## src/rtl/adc_frame_capture.sv

```systemverilog
// I2S (24-bit, fmt=0) capture in the clk domain, one {left,right} frame per lrck period.
// Optional ADC_CAP_DROP_CNT_EN adds a saturating drop_cnt output.
module adc_frame_capture #(
  parameter int DATA_W = 24
) (
  input  logic              clk,
  input  logic              rst,
  input  logic              bclk,
  input  logic              lrck,
  input  logic              adata,
  input  logic              enable,
  output logic              sample_valid,
  input  logic              sample_ready,
  output logic [DATA_W-1:0] left_word,
  output logic [DATA_W-1:0] right_word,
  output logic              overflow,
  output logic              frame_err,
  input  logic              clr_status
`ifdef ADC_CAP_DROP_CNT_EN
  ,
  output logic [15:0]       drop_cnt
`endif
);

  localparam int CW = $clog2(DATA_W + 1);
  localparam logic [CW-1:0] FULL = CW'(DATA_W);

  typedef enum logic [1:0] {ALIGN, LEFT, RIGHT} state_t;

  state_t state, state_n;

  logic [2:0]        bclk_s;
  logic              lrck_s1, lrck_s;
  logic              adata_s1, adata_s;
  logic              lr_prev;
  logic [CW-1:0]     bit_cnt;
  logic [DATA_W-1:0] shift;
  logic [DATA_W-1:0] left_hold;

  logic bclk_rise, boundary, full;
  logic left_latch, frame_done, err_set;
  logic load, drop;

  always_ff @(posedge clk) begin
    bclk_s   <= {bclk_s[1:0], bclk};
    lrck_s1  <= lrck;
    lrck_s   <= lrck_s1;
    adata_s1 <= adata;
    adata_s  <= adata_s1;
  end

  assign bclk_rise = bclk_s[1] & ~bclk_s[2];
  assign boundary  = bclk_rise & (lrck_s != lr_prev);
  assign full      = (bit_cnt == FULL);

  always_comb begin
    state_n    = state;
    left_latch = 1'b0;
    frame_done = 1'b0;
    err_set    = 1'b0;
    if (!enable) begin
      state_n = ALIGN;
    end else if (boundary) begin
      unique case (state)
        ALIGN: begin
          if (!lrck_s) state_n = LEFT;
        end
        LEFT: begin
          if (lrck_s) begin
            if (full) begin
              left_latch = 1'b1;
              state_n    = RIGHT;
            end else begin
              err_set = 1'b1;
              state_n = ALIGN;
            end
          end
        end
        RIGHT: begin
          if (!lrck_s) begin
            if (full) begin
              frame_done = 1'b1;
              state_n    = LEFT;
            end else begin
              err_set = 1'b1;
              state_n = ALIGN;
            end
          end
        end
        default: state_n = ALIGN;
      endcase
    end
  end

  // The boundary rise carries the previous slot's last bit, so it only clears.
  always_ff @(posedge clk) begin
    if (rst) begin
      state     <= ALIGN;
      lr_prev   <= 1'b0;
      bit_cnt   <= '0;
      shift     <= '0;
      left_hold <= '0;
    end else begin
      state <= state_n;
      if (bclk_rise) lr_prev <= lrck_s;
      if (!enable) begin
        bit_cnt <= '0;
      end else if (bclk_rise) begin
        if (boundary) begin
          bit_cnt <= '0;
        end else if (state != ALIGN && !full) begin
          shift   <= {shift[DATA_W-2:0], adata_s};
          bit_cnt <= bit_cnt + 1'b1;
        end
      end
      if (left_latch) left_hold <= shift;
    end
  end

  assign load = frame_done & (~sample_valid | sample_ready);
  assign drop = frame_done & sample_valid & ~sample_ready;

  always_ff @(posedge clk) begin
    if (rst) begin
      sample_valid <= 1'b0;
      left_word    <= '0;
      right_word   <= '0;
      overflow     <= 1'b0;
      frame_err    <= 1'b0;
    end else begin
      if (load) begin
        sample_valid <= 1'b1;
        left_word    <= left_hold;
        right_word   <= shift;
      end else if (sample_ready) begin
        sample_valid <= 1'b0;
      end
      if (drop) overflow <= 1'b1;
      else if (clr_status) overflow <= 1'b0;
      if (err_set) frame_err <= 1'b1;
      else if (clr_status) frame_err <= 1'b0;
    end
  end

`ifdef ADC_CAP_DROP_CNT_EN
  always_ff @(posedge clk) begin
    if (rst) begin
      drop_cnt <= '0;
    end else if (drop) begin
      if (drop_cnt != 16'hFFFF) drop_cnt <= drop_cnt + 16'd1;
    end else if (clr_status) begin
      drop_cnt <= '0;
    end
  end
`endif

endmodule

```

## config.mk

```make
export PLATFORM = sky130hd
export DESIGN_NAME = adc_frame_capture
export DESIGN_NICKNAME = d
export VERILOG_FILES = /design/src/rtl/adc_frame_capture.sv
export SDC_FILE = /design/constraint.sdc
export NUM_CORES = 1
export LEC_CHECK = 0
export ABC_AREA = 0
export CORE_AREA = 5 5 106 108
export CTS_CLUSTER_SIZE = 25
export DETAILED_ROUTE_END_ITERATION = 10
export DIE_AREA = 0 0 111 113
export PLACE_DENSITY_LB_ADDON = 0.12
export SLEW_MARGIN = 20
export SYNTH_ARGS = -nofsm -noshare
export SYNTH_HDL_FRONTEND = slang
export SYNTH_SLANG_ARGS = --single-unit
```

## constraint.sdc

```tcl
create_clock -name clk -period 2 [get_ports clk]
set_clock_uncertainty 0.15 [all_clocks]
set_input_delay 0.3 -clock clk [delete_from_list [all_inputs] [get_ports clk]]
set_output_delay 0.3 -clock clk [all_outputs]
set_load 0.005 [all_outputs]
```

* Word-level counts from Yosys, hierarchy flattened
Cells that the tools add are included.
** Storage, ports and cells
- Word-level logic and storage cells :: 74
- Input bits :: 8
- Bits in registers :: 114
** Operators by class
- Bitwise logic cells :: 11
- Mux-type cells :: 28
- Equality and inequality tests :: 7
- $add $sub $neg :: 1
- Reduce and logical (&&, ||, !) cells :: 12
** Operators with widths (number)
- $mux 1 :: 20
- $mux 5 :: 2
- $reduce_bool 2->1 :: 5
- $mux 2 :: 4
- $reduce_and 4->1 :: 2
- $ne 2x2->1 const B :: 3
- $pmux 2 s3 :: 1
- $add 5x1->5 const B :: 1
- $and 1x1->1 :: 5
- $eq 5x5->1 const B :: 1
- $not 1->1 :: 5
- $eq 2x1->1 const B :: 1
- $eq 2x2->1 const B :: 1
- $logic_not 2->1 :: 1
- $pmux 1 s2 :: 1
- $reduce_and 2->1 :: 1
- $reduce_or 2->1 :: 1
- $logic_and 1x1->1 :: 1
- $logic_not 1->1 :: 1
- $ne 1x1->1 :: 1
- $or 1x1->1 :: 1

* Longest topological paths before layout
- Word-level depth :: 9
- Gate-level depth with buffers :: 9
- Mapped depth without buffers :: 5

* Worst setup path after synthesis
Ideal clock, no wire load.
- Path kind :: reg2reg
- Start :: reg state[0]
- End :: reg bit_cnt[4]
- Required time :: 1.778 ns
- Stages on the path, launching flop included :: 7
- Arrival :: 1.710 ns
- Setup time :: 0.072 ns
- Buffers on the path :: 1
- Setup slack :: 0.068 ns
- Path through :: dfxtp_1 inv_1 ha_1 or3b_1 buf_2 or4_1 a21oi_1
** On the way
- Cells in the longest elaborated chain, start to end :: 4
** Ends and longest elaborated chain
- from (decl) :: RTL line 30 : state_t state, state_n;
- from (signal assigned) :: RTL line 104 : state <= state_n;
- $reduce_bool 2->1 :: RTL line 111 : end else if (state != ALIGN && !full) begin
- $logic_and 1x1->1 :: RTL line 111
- $reduce_bool 2->1 (no source line)
- $reduce_and 2->1 (no source line)
- to (signal assigned) :: RTL line 113 : bit_cnt <= bit_cnt + 1'b1;
- to (decl) :: RTL line 36 : logic [CW-1:0] bit_cnt;
Every way passes these cells.
A chain may end at the register's enable or synchronous reset.

* Worst setup path in the final report
- Start :: reg state[0]
- End :: reg state[0]
** On the way
- Cells in the longest elaborated chain, start to end :: 3
** Ends and longest elaborated chain
- $eq 2x2->1, or another cell as far along :: RTL line 64 : unique case (state)
- $ne 2x2->1 (no source line)
- $reduce_and 4->1 (no source line)
Parallel ways exist; a longest one is shown, timed or not.

==> run_results.csv <==
group,metric,value,unit
sta,timing.fmax,513.2,MHz
sta,setup_viol,0,
drt,wirelength,8.287,mm
cells_and_area,final_nets,478,
cts,cts_tree,"yes",
critical_path,crit_path_end_kind,"register",
logic_synthesis,synth-simple-area-share,18.37,%
logic_synthesis,synth-compound-area-share,2.632,%
drt,first_pass_iters,4,
critical_path,crit_slowest_cell,"or4b_1",
critical_path,critPathBufInv,1,
placement,dpl.hpwl,5.352,mm
flow_run,drv_cap,0,
logic_synthesis,synth_cells,397,
hold_path,hp-class,"in2reg",
sta,min_period,1949,ps
global_route,grt_start_max_net_pins,60,
logic_synthesis,ys_seq_elements,114,
drt,drc_errors,0,
floorplanning,placement_rows,37,
global_route,grt_pass1_wl,14.17,mm
pwr,irDropWorstVdd,0.5257,mV
logic_synthesis,synth.area.mux_share,21.95,%
placement,port_buffers,58,
critical_path,path_class,"reg2reg",
cts,numCtsBuffers,17,
floorplanning,coreArea,10140,um2
cts,clock_latency,510,ps
critical_path,critPathTopFamily,"simple AND/OR/NAND/NOR gates",
cts,cts-root-buf,"clkbuf_8",
cts,clkTransAtPathRegs,60,ps
floorplanning,die_x,111,um
sta,maxSlewViolCount,0,
logic_synthesis,syn_nets,411,
logic_synthesis,synth.cell_area,4469,um2
logic_synthesis,synth-xor-area-share,0.1960,%
pwr,leakage,1.998,nW
critical_path,crit_required,2280,ps
cts,cts.hold.buffers_added,0,
drt,ant_nets,0,
sta,rsz0062_at_grt,"yes",
pwr,p_per_area,950.9,nW/um2
placement,gp_congestion,0.7233,
pwr,power,5.655,mW
critical_path,arrival,2230,ps
sta,setup_tns,0,ps
drt,vias,2865,
global_route,grtUsageTotal,13.93,%
cells_and_area,area_growth,33.06,%
logic_synthesis,synth_top_family_by_area,"multiplexers",
logic_synthesis,synthAdderAreaFrac,1.680,%
sta,timing.slew.headroom,55.07,%
floorplanning,num_io_pins,59,
critical_path,cp_cell_sequence,"inv_1 -> ha_1 -> or4b_1 -> a2111o_1 -> o211ai_2",
cells_and_area,final_layout_size_suffix_gt1_share,11.74,%
cts,clockBufferDepth,2,
logic_synthesis,ys_warn_count,0,
cells_and_area,diodes,0,
cts,h-tree-depth,4,
sta,whs,102.5,ps
floorplanning,die_h,113,um
logic_synthesis,synth.distinct_cells,33,
global_route,antenna_found_initial,0,
status,outcome,"completed",
sta,timing.final.crit_share,97.44,%
global_route,grt_overflow,0,
sta,worst_pin_slew,666.9,ps
critical_path,cp_slowest_stage_delay,570,ps
cts,clkSinkCount,114,
drt,first_iter_violations,97,
floorplanning,initial_core_util,44.08,%
logic_synthesis,ys_seq_area_share,51.06,%
global_route,grt_pass1_vias,2919,
logic_synthesis,syn-mean-instance-area,11.26,um2
drt,via_per_inst,4.674,
drt,wire_per_inst,13.52,um
critical_path,worst-path-max-fanout,3,
sta,hold_viol,0,
floorplanning,die-area,12540,um2
critical_path,start_kind,"register",
## worst reg2reg max path, cell delays in order (launching register included)
cell and delay [ps]:
dfxtp_1 330, inv_1 70, ha_1 230, or4b_1 570, a2111o_1 410, o211ai_2 130
## worst paths after layout
path                                         endpoint  cells after the start                   from  slack, ps
worst max-delay path            state[0]$_SDFFE_PP0P_                      5  state[0]$_SDFFE_PP0P_         50
worst min-delay path                 adata_s1$_DFF_P_                      1                  adata        100
worst max register to register  state[0]$_SDFFE_PP0P_                      5  state[0]$_SDFFE_PP0P_         50
worst min register to register      bclk_s[1]$_DFF_P_                      0      bclk_s[0]$_DFF_P_        180
## cell families (layout without fill, tap and decap cells)
group | Yosys count | after routing
AOI/OAI and AO/OA | 19 | 19
xor gates and xnor gates | 1 | 1
adders and majority gates | 6 | 6
buffers and inverters | 30 | 110
DFF | 114 | 114
muxes | 98 | 98
and+or+nand+nor | 129 | 129
## through the flow
step | std cells | area (um2) | utilization (%) | worst slack, ps
2_1_floorplan | 397 | 4469 | - | 68.27
3_3_place_gp | 581 | 5278 | 52.05 | 74.40
3_5_place_dp | 581 | 5278 | 52.05 | 2.044
4_1_cts | 613 | 5936 | 58.55 | 3.271
5_1_grt | 613 | 5947 | 58.66 | -41.94
6_report | 613 | 5947 | 58.66 | 51.27
## synth_stat cells, drive strengths merged
cell type  count  share of area, %
a2111o         1              0.25
a21oi          9               1.0
and3           1              0.14
and3b          3              0.59
and4           2              0.45
and4b          1              0.22
buf           14               2.8
clkbuf        11              0.92
dfxtp        114                51
ha             6               1.7
inv            5              0.42
mux2i         98                22
nand2          3              0.25
nand2b       101                14
nand3          6              0.67
nand4          1              0.14
nand4b         1              0.20
nor2           2              0.17
nor2b          1              0.14
nor3b          1              0.17
o2111ai        1              0.20
o211ai         1              0.28
o21ai          5              0.56
o31ai          2              0.34
or3            1              0.14
or3b           2              0.39
or4            2              0.34
or4b           1              0.22
xnor2          1              0.20
## placed cells by master, fill, tap and decap left out, types with 2 or more instances in the layout
cell,n
nand3_1,6
and3b_1,3
a21oi_1,8
o31ai_1,2
o21ai_0,5
clkdlybuf4s50_1,57
bufinv_16,5
clkbuf_8,4
buf_4,6
clkinvlp_4,4
nand2_1,3
dfxtp_1,113
clkbuf_16,16
nor2_1,2
mux2i_1,98
buf_12,9
inv_1,5
nand2b_1,101
ha_1,6
## routing by layer
metal	routed length, um	global-route usage, %	up-vias
li1	-	-	1487
met2	3818	21.40	49
met3	328	5.829	8
met1	4055	17.77	1321
met5	0	0	-
met4	84	4.680	0
## power breakdown
group	internal [mW]	switching [mW]	leakage (nW)
Clock	2.25	1.02	0.310
Sequential	2.28	0.00585	0.921
Combinational	0.0565	0.0379	0.767
## layout make-up
class	instances	area, um2
fill	849	4192
multi-input combinational	253	2016
clock inverter	12	202.7
timing repair buffer	73	800.8
sequential	114	2283
tap	136	170.2
clock buffer	20	455.4
inverter	5	18.77
## flip-flops by register name, summed over array words and instances, names as in the netlist, 2 cells and up
| register | flops |
|---|---|
| right_word | 24 |
| left_word | 24 |
| shift | 24 |
| bclk_s | 3 |
| bit_cnt | 5 |
| state | 2 |
| left_hold | 24 |
## what timing repair did
action | 4_1_cts | 5_1_grt
resized for setup | 0 | 4
setup buffers | 0 | 0
endpoints found under the setup margin | 0 | 18
hold endpoints to repair | 0 | 0
No activity file was read; power rests on OpenSTA's default activity.
